--- src/rtl/divu32_if.sv ---
// divu32 request/result bundle: operands and start from the requester,
// quotient/remainder/status back from the divider.
interface divu32_if;
  logic        start;
  logic [31:0] dividend;
  logic [31:0] divisor;
  logic [31:0] quotient;
  logic [31:0] remainder;
  logic        busy;
  logic        done;
  logic        div_by_zero;

  modport master (
    output start, dividend, divisor,
    input  quotient, remainder, busy, done, div_by_zero
  );

  modport slave (
    input  start, dividend, divisor,
    output quotient, remainder, busy, done, div_by_zero
  );
endinterface

--- src/rtl/divu32.sv ---
// divu32: sequential 32-bit unsigned restoring divider, one quotient bit
// per clock. Trial subtraction is an add of the complemented divisor with
// carry-in 1; the 33rd bit of that sum is the borrow. A zero divisor needs
// no special path: every trial succeeds, giving all-ones / dividend.
module divu32 (
  input  logic      clk,
  input  logic      reset,
  divu32_if.slave   bus
);

  typedef enum logic [1:0] {
    IDLE = 2'd0,
    RUN  = 2'd1,
    DONE = 2'd2
  } state_t;

  state_t      state_r;
  state_t      state_nxt_s;

  logic [31:0] dq_r;
  logic [31:0] dv_r;
  logic [31:0] rem_r;
  logic [4:0]  cnt_r;

  logic [31:0] shifted_s;
  logic [32:0] trial_s;
  logic [31:0] rem_step_s;
  logic [31:0] dq_step_s;
  logic        accept_s;
  logic        load_s;

  logic        busy_nxt_s;
  logic        done_nxt_s;
  logic        dbz_nxt_s;

  logic [31:0] quotient_r;
  logic [31:0] remainder_r;
  logic        busy_r;
  logic        done_r;
  logic        dbz_r;

  // 33-bit trial subtraction a - b as a + ~b + 1; bit 32 set means borrow
  function automatic logic [32:0] trial_sub(input logic [31:0] a, input logic [31:0] b);
    trial_sub = {1'b0, a} + {1'b1, ~b} + 33'd1;
  endfunction

  // A start is honoured only when no division is in flight
  assign accept_s = bus.start && ((state_r == IDLE) || (state_r == DONE));
  // Results are captured on the final RUN step
  assign load_s   = (state_r == RUN) && (state_nxt_s == DONE);

  // State register
  always_ff @(posedge clk or posedge reset) begin
    if (reset) begin
      state_r <= IDLE;
    end else begin
      state_r <= state_nxt_s;
    end
  end

  // Next-state logic
  always_comb begin
    state_nxt_s = state_r;
    case (state_r)
      IDLE: begin
        if (bus.start) state_nxt_s = RUN;
        else           state_nxt_s = IDLE;
      end
      RUN: begin
        if (cnt_r == 5'd31) state_nxt_s = DONE;
        else                state_nxt_s = RUN;
      end
      DONE: begin
        if (bus.start) state_nxt_s = RUN;
        else           state_nxt_s = IDLE;
      end
      default: state_nxt_s = IDLE;
    endcase
  end

  // One restoring step: shift in next dividend bit, keep trial if no borrow
  always_comb begin
    shifted_s = {rem_r[30:0], dq_r[31]};
    trial_s   = trial_sub(shifted_s, dv_r);
    if (trial_s[32] == 1'b0) begin
      rem_step_s = trial_s[31:0];
      dq_step_s  = {dq_r[30:0], 1'b1};
    end else begin
      rem_step_s = shifted_s;
      dq_step_s  = {dq_r[30:0], 1'b0};
    end
  end

  // Operand capture on accept, iteration while running
  always_ff @(posedge clk or posedge reset) begin
    if (reset) begin
      dq_r  <= 32'd0;
      dv_r  <= 32'd0;
      rem_r <= 32'd0;
      cnt_r <= 5'd0;
    end else if (accept_s) begin
      dq_r  <= bus.dividend;
      dv_r  <= bus.divisor;
      rem_r <= 32'd0;
      cnt_r <= 5'd0;
    end else if (state_r == RUN) begin
      dq_r  <= dq_step_s;
      rem_r <= rem_step_s;
      cnt_r <= cnt_r + 5'd1;
    end else begin
      dq_r  <= dq_r;
      dv_r  <= dv_r;
      rem_r <= rem_r;
      cnt_r <= cnt_r;
    end
  end

  // Output decode: status follows the state being entered
  always_comb begin
    busy_nxt_s = (state_nxt_s == RUN);
    done_nxt_s = (state_nxt_s == DONE);
    if (accept_s) begin
      dbz_nxt_s = 1'b0;
    end else if (load_s) begin
      dbz_nxt_s = (dv_r == 32'd0);
    end else begin
      dbz_nxt_s = dbz_r;
    end
  end

  // Registered outputs; results change only when DONE is entered
  always_ff @(posedge clk or posedge reset) begin
    if (reset) begin
      quotient_r  <= 32'd0;
      remainder_r <= 32'd0;
      busy_r      <= 1'b0;
      done_r      <= 1'b0;
      dbz_r       <= 1'b0;
    end else begin
      busy_r <= busy_nxt_s;
      done_r <= done_nxt_s;
      dbz_r  <= dbz_nxt_s;
      if (load_s) begin
        quotient_r  <= dq_step_s;
        remainder_r <= rem_step_s;
      end else begin
        quotient_r  <= quotient_r;
        remainder_r <= remainder_r;
      end
    end
  end

  assign bus.quotient    = quotient_r;
  assign bus.remainder   = remainder_r;
  assign bus.busy        = busy_r;
  assign bus.done        = done_r;
  assign bus.div_by_zero = dbz_r;

endmodule

--- src/flat_wrapper.sv ---
// flat-port wrapper written by rule: the top's interface ports become plain ports
module divu32_flat 
  (clk, reset, bus_start, bus_dividend, bus_divisor, bus_quotient, bus_remainder, bus_busy, bus_done, bus_div_by_zero);
  divu32_if bus_i ();
  input  logic clk;
  input  logic reset;
  input wire logic [$bits(bus_i.start)-1:0] bus_start;
  input wire logic [$bits(bus_i.dividend)-1:0] bus_dividend;
  input wire logic [$bits(bus_i.divisor)-1:0] bus_divisor;
  output wire logic [$bits(bus_i.quotient)-1:0] bus_quotient;
  output wire logic [$bits(bus_i.remainder)-1:0] bus_remainder;
  output wire logic [$bits(bus_i.busy)-1:0] bus_busy;
  output wire logic [$bits(bus_i.done)-1:0] bus_done;
  output wire logic [$bits(bus_i.div_by_zero)-1:0] bus_div_by_zero;
  assign bus_i.start = bus_start;
  assign bus_i.dividend = bus_dividend;
  assign bus_i.divisor = bus_divisor;
  assign bus_quotient = bus_i.quotient;
  assign bus_remainder = bus_i.remainder;
  assign bus_busy = bus_i.busy;
  assign bus_done = bus_i.done;
  assign bus_div_by_zero = bus_i.div_by_zero;
  divu32 u_core (.clk(clk), .reset(reset), .bus(bus_i));
endmodule
--- config.mk ---
export PLATFORM = sky130hd
export DESIGN_NAME = divu32_flat
export DESIGN_NICKNAME = d
export VERILOG_FILES = /design/src/rtl/divu32_if.sv /design/src/rtl/divu32.sv /design/src/flat_wrapper.sv
export SDC_FILE = /design/constraint.sdc
export NUM_CORES = 1
export LEC_CHECK = 0
export ABC_AREA = 1
export CORE_ASPECT_RATIO = 0.8
export CORE_MARGIN = 2
export CORE_UTILIZATION = 50
export CTS_CLUSTER_SIZE = 40
export DETAILED_ROUTE_END_ITERATION = 8
export HOLD_SLACK_MARGIN = 0.08
export PLACE_DENSITY_LB_ADDON = 0.2
export SKIP_LAST_GASP = 1
export SLEW_MARGIN = 20
export SYNTH_ARGS = -nofsm -noshare
export SYNTH_HDL_FRONTEND = slang
export SYNTH_SLANG_ARGS = --single-unit
--- constraint.sdc ---
create_clock -name clk -period 5.23 [get_ports clk]
set_input_delay 0.523 -clock clk [delete_from_list [all_inputs] [get_ports clk]]
set_output_delay 0.523 -clock clk [all_outputs]
set_load 0.005 [all_outputs]
==> out/qor.yml <==
die_w_um: 158.3
grt_usage_pct: 26.34
cts_buffers: 17
viasPerCell: 4.984
die_h_um: 127.5
drc: 0
rows: 45
met2_usage_pct: 39.44
post_route_cells_drive_above_1_share_pct: 5.031
fillers: 1786
htree_levels: 4
total_leakage_power_nw: 6.127
finalSetupTns_ps: 0
relSlewSlack_pct: 35.51
slew_viol_final: 0
setup_viol_count_final: 0
wl_per_cell_um: 14.95
met1_usage_pct: 40.18
gr-usage-met3_pct: 4.715
dp_hpwl_um: 17990
tightest_slew_ps: 967.4
postLayoutCoreUtil_pct: 62.09
clock_skew_ps: 8.544
crit_arrival_ps: 3640
ir_worst_vdd_mv: 0.2938
synth_flop_cell: "dfrtp_1"
ant_nets: 0
cap_violations: 0
path_class: "flip-flop to flip-flop"
place.gp.congestion: 0.9321
synth_cell_types: 34
portBuffers: 133
p_switching_mw: 4.366
hold_depth: 2
num_io_pins: 134
antenna_found_initial: 0
netlist.area_leader.share_pct: 44.39
core_um2: 18810
routed_wl_um: 25550
grt_pass1_wl_um: 41600
ys_ff_latch: 169
status: "finished clean"
seq_area_um2: 4229
startpoint_type: "flip-flop"
fmax_mhz: 302.1
grt_overflow: 0
ctsLongestPathBuffers: 2
clk_pin_slew_worst_paths_ps: 70
intPower_mw: 4.355
postCtsHoldBufs: 0
syn_area_per_cell_um2: 7.207
yosysSeqAreaShare_pct: 44.39
cts_root_buffer: "clkbuf_16"
insertion_delay_ps: 440
final_nets: 1540
start_util_pct: 50.67
crit_path_end_kind: "flip-flop"
finalCritPeriodShare_pct: 63.29
pwr-share-clk_pct: 15.4
first_global_vias: 8141
n_antenna_cell: 0
comb_power_share_pct: 60.5
synthTopCellsByArea: "dfrtp_1, nand2_1, inv_1"
drt_iter0_drc: 717
synth-async-reset-ratio_pct: 100.0
power_density_nw_per_um2: 747.0
ys_warn_count: 0
syn_nets: 1424
cts_resized: 0
grt_max_degree: 101
die_area_um2: 20180
worstRegToRegCells: 16
hp-class: "flip-flop to flip-flop"
synth.largest_area_cell: "dfrtp_1"
cp_max_fo: 38
vias: 8518
pre_cts_ws_ps: 1919
worstPathRequired_ps: 5560
clock_sink_count: 169
yosysMostFrequentCell: "nand2_1"
multi_input_area_um2: 4309
firstDrtPassIters: 5
p_sw_share_pct: 50.06
synthToLayoutAreaGrowth_pct: 22.55
seqPwrFrac_pct: 24.1
min_period_ps: 3310
cts_setup_buffers: 0
grt.busiest_layer: "met1"
fin_ws_ps: 1920
postSynthCellCount: 1322
synth_edf_count: 0
hold_violations: 0
cts_tree: "done"
synth_commonest_cells: "nand2_1, inv_1, dfrtp_1"
rsz0062_at_grt: "no"
netlist_area_um2: 9528
-- routing by layer --
metal  up-vias  routed length [um]
met5         -                   0
met4         0                 330
met3        24                1047
met2       193               11000
met1      3973               13170
li1       4328                   -
-- placed cells by master (no fill, tap or decap), types with 3 or more instances in the layout --
cell               n
nand4_1           12
nand3b_1           4
xor2_1            14
nand3_2           12
clkinvlp_4         3
nor2_1            44
inv_2              4
nand2_2            8
o211ai_1          16
buf_4              9
inv_1            203
clkinv_8           3
inv_8              6
o221ai_1          16
clkdlybuf4s50_1  133
o21ai_0           81
clkbuf_16         17
nor2_2             4
a21oi_1           19
nand3_1           67
nand2_1          554
ha_1              34
dfrtp_1          169
-- worst max-delay path, stage by stage (launching register included) --
cell,delay (ps)
dfrtp_1,390
ha_1,230
fa_1,400
inv_1,110
nand3_1,80
nand3_2,100
nand2_1,70
nand2_2,100
nand2_2,60
nand2_2,80
nand2_2,60
nand2_2,640
inv_2,500
nand2_1,150
nand2_1,80
nand2_1,80
nand2_1,60
-- final timing paths --
check	from	to	slack, ps
setup / recovery	u_core.dv_r[0]	u_core.rem_r[24]	1920
hold / removal	u_core.bus.remainder[18]	u_core.bus.remainder[18]	480
setup reg to reg	u_core.dv_r[0]	u_core.rem_r[24]	1920
hold reg to reg	u_core.bus.remainder[18]	u_core.bus.remainder[18]	480
max in group asynchronous	reset	u_core.rem_r[19]	3570
min in group asynchronous	reset	u_core.bus.remainder[2]	640
-- power by group through the flow --
stage | clock (mW) | sequential (mW) | combinational, mW
6_report | 1.35 | 2.10 | 5.27
5_1_grt | 1.41 | 2.16 | 5.99
3_3_place_gp | 0 | 2.11 | 5.13
3_5_place_dp | 0 | 2.12 | 5.20
4_1_cts | 1.36 | 2.10 | 5.25
2_1_floorplan | 0 | 2.08 | 3.88
-- layout make-up --
class                      count  area share, %
clock buffer                  17          3.643
clock inverter                15          1.725
inverter                     209          6.762
multi-input combinational    899          36.91
sequential                   169          36.22
tap                          258          2.765
timing repair buffer         142          11.98
-- registers in the layout, summed over array words and instances (netlist names), 2 cells and up --
| signal | cells |
|---|---|
| u_core.bus.quotient | 32 |
| u_core.bus.remainder | 32 |
| u_core.cnt_r | 5 |
| u_core.dq_r | 32 |
| u_core.dv_r | 32 |
| u_core.rem_r | 31 |
| u_core.state_r | 2 |
-- cells by family (layout without fill, tap and decap cells) --
| group | count (synthesis) | count (layout) | share of synthesized area (%) |
|---|---|---|---|
| adder cells (fa/ha/maj) | 35 | 35 | 4.675 |
| XOR/XNOR | 15 | 15 | 1.379 |
| flip-flops | 169 | 169 | 44.39 |
| AO/OA/AOI/OAI | 137 | 137 | 8.404 |
| buffers and inverters | 254 | 383 | 10.54 |
| AND/OR/NAND/NOR | 712 | 712 | 30.61 |
-- through the flow --
stage	hold WS, ps	instance area, um^2	cells	total power, mW
6_report	479.2	11680	1709	8.722
5_1_grt	504.5	11680	1709	9.560
4_1_cts	484.0	11680	1709	8.716
3_5_place_dp	463.9	11050	1677	7.322
3_3_place_gp	463.1	11050	1677	7.240
2_1_floorplan	442.2	9528	1322	5.954
Note: power is estimated with default switching activity, not from simulation.
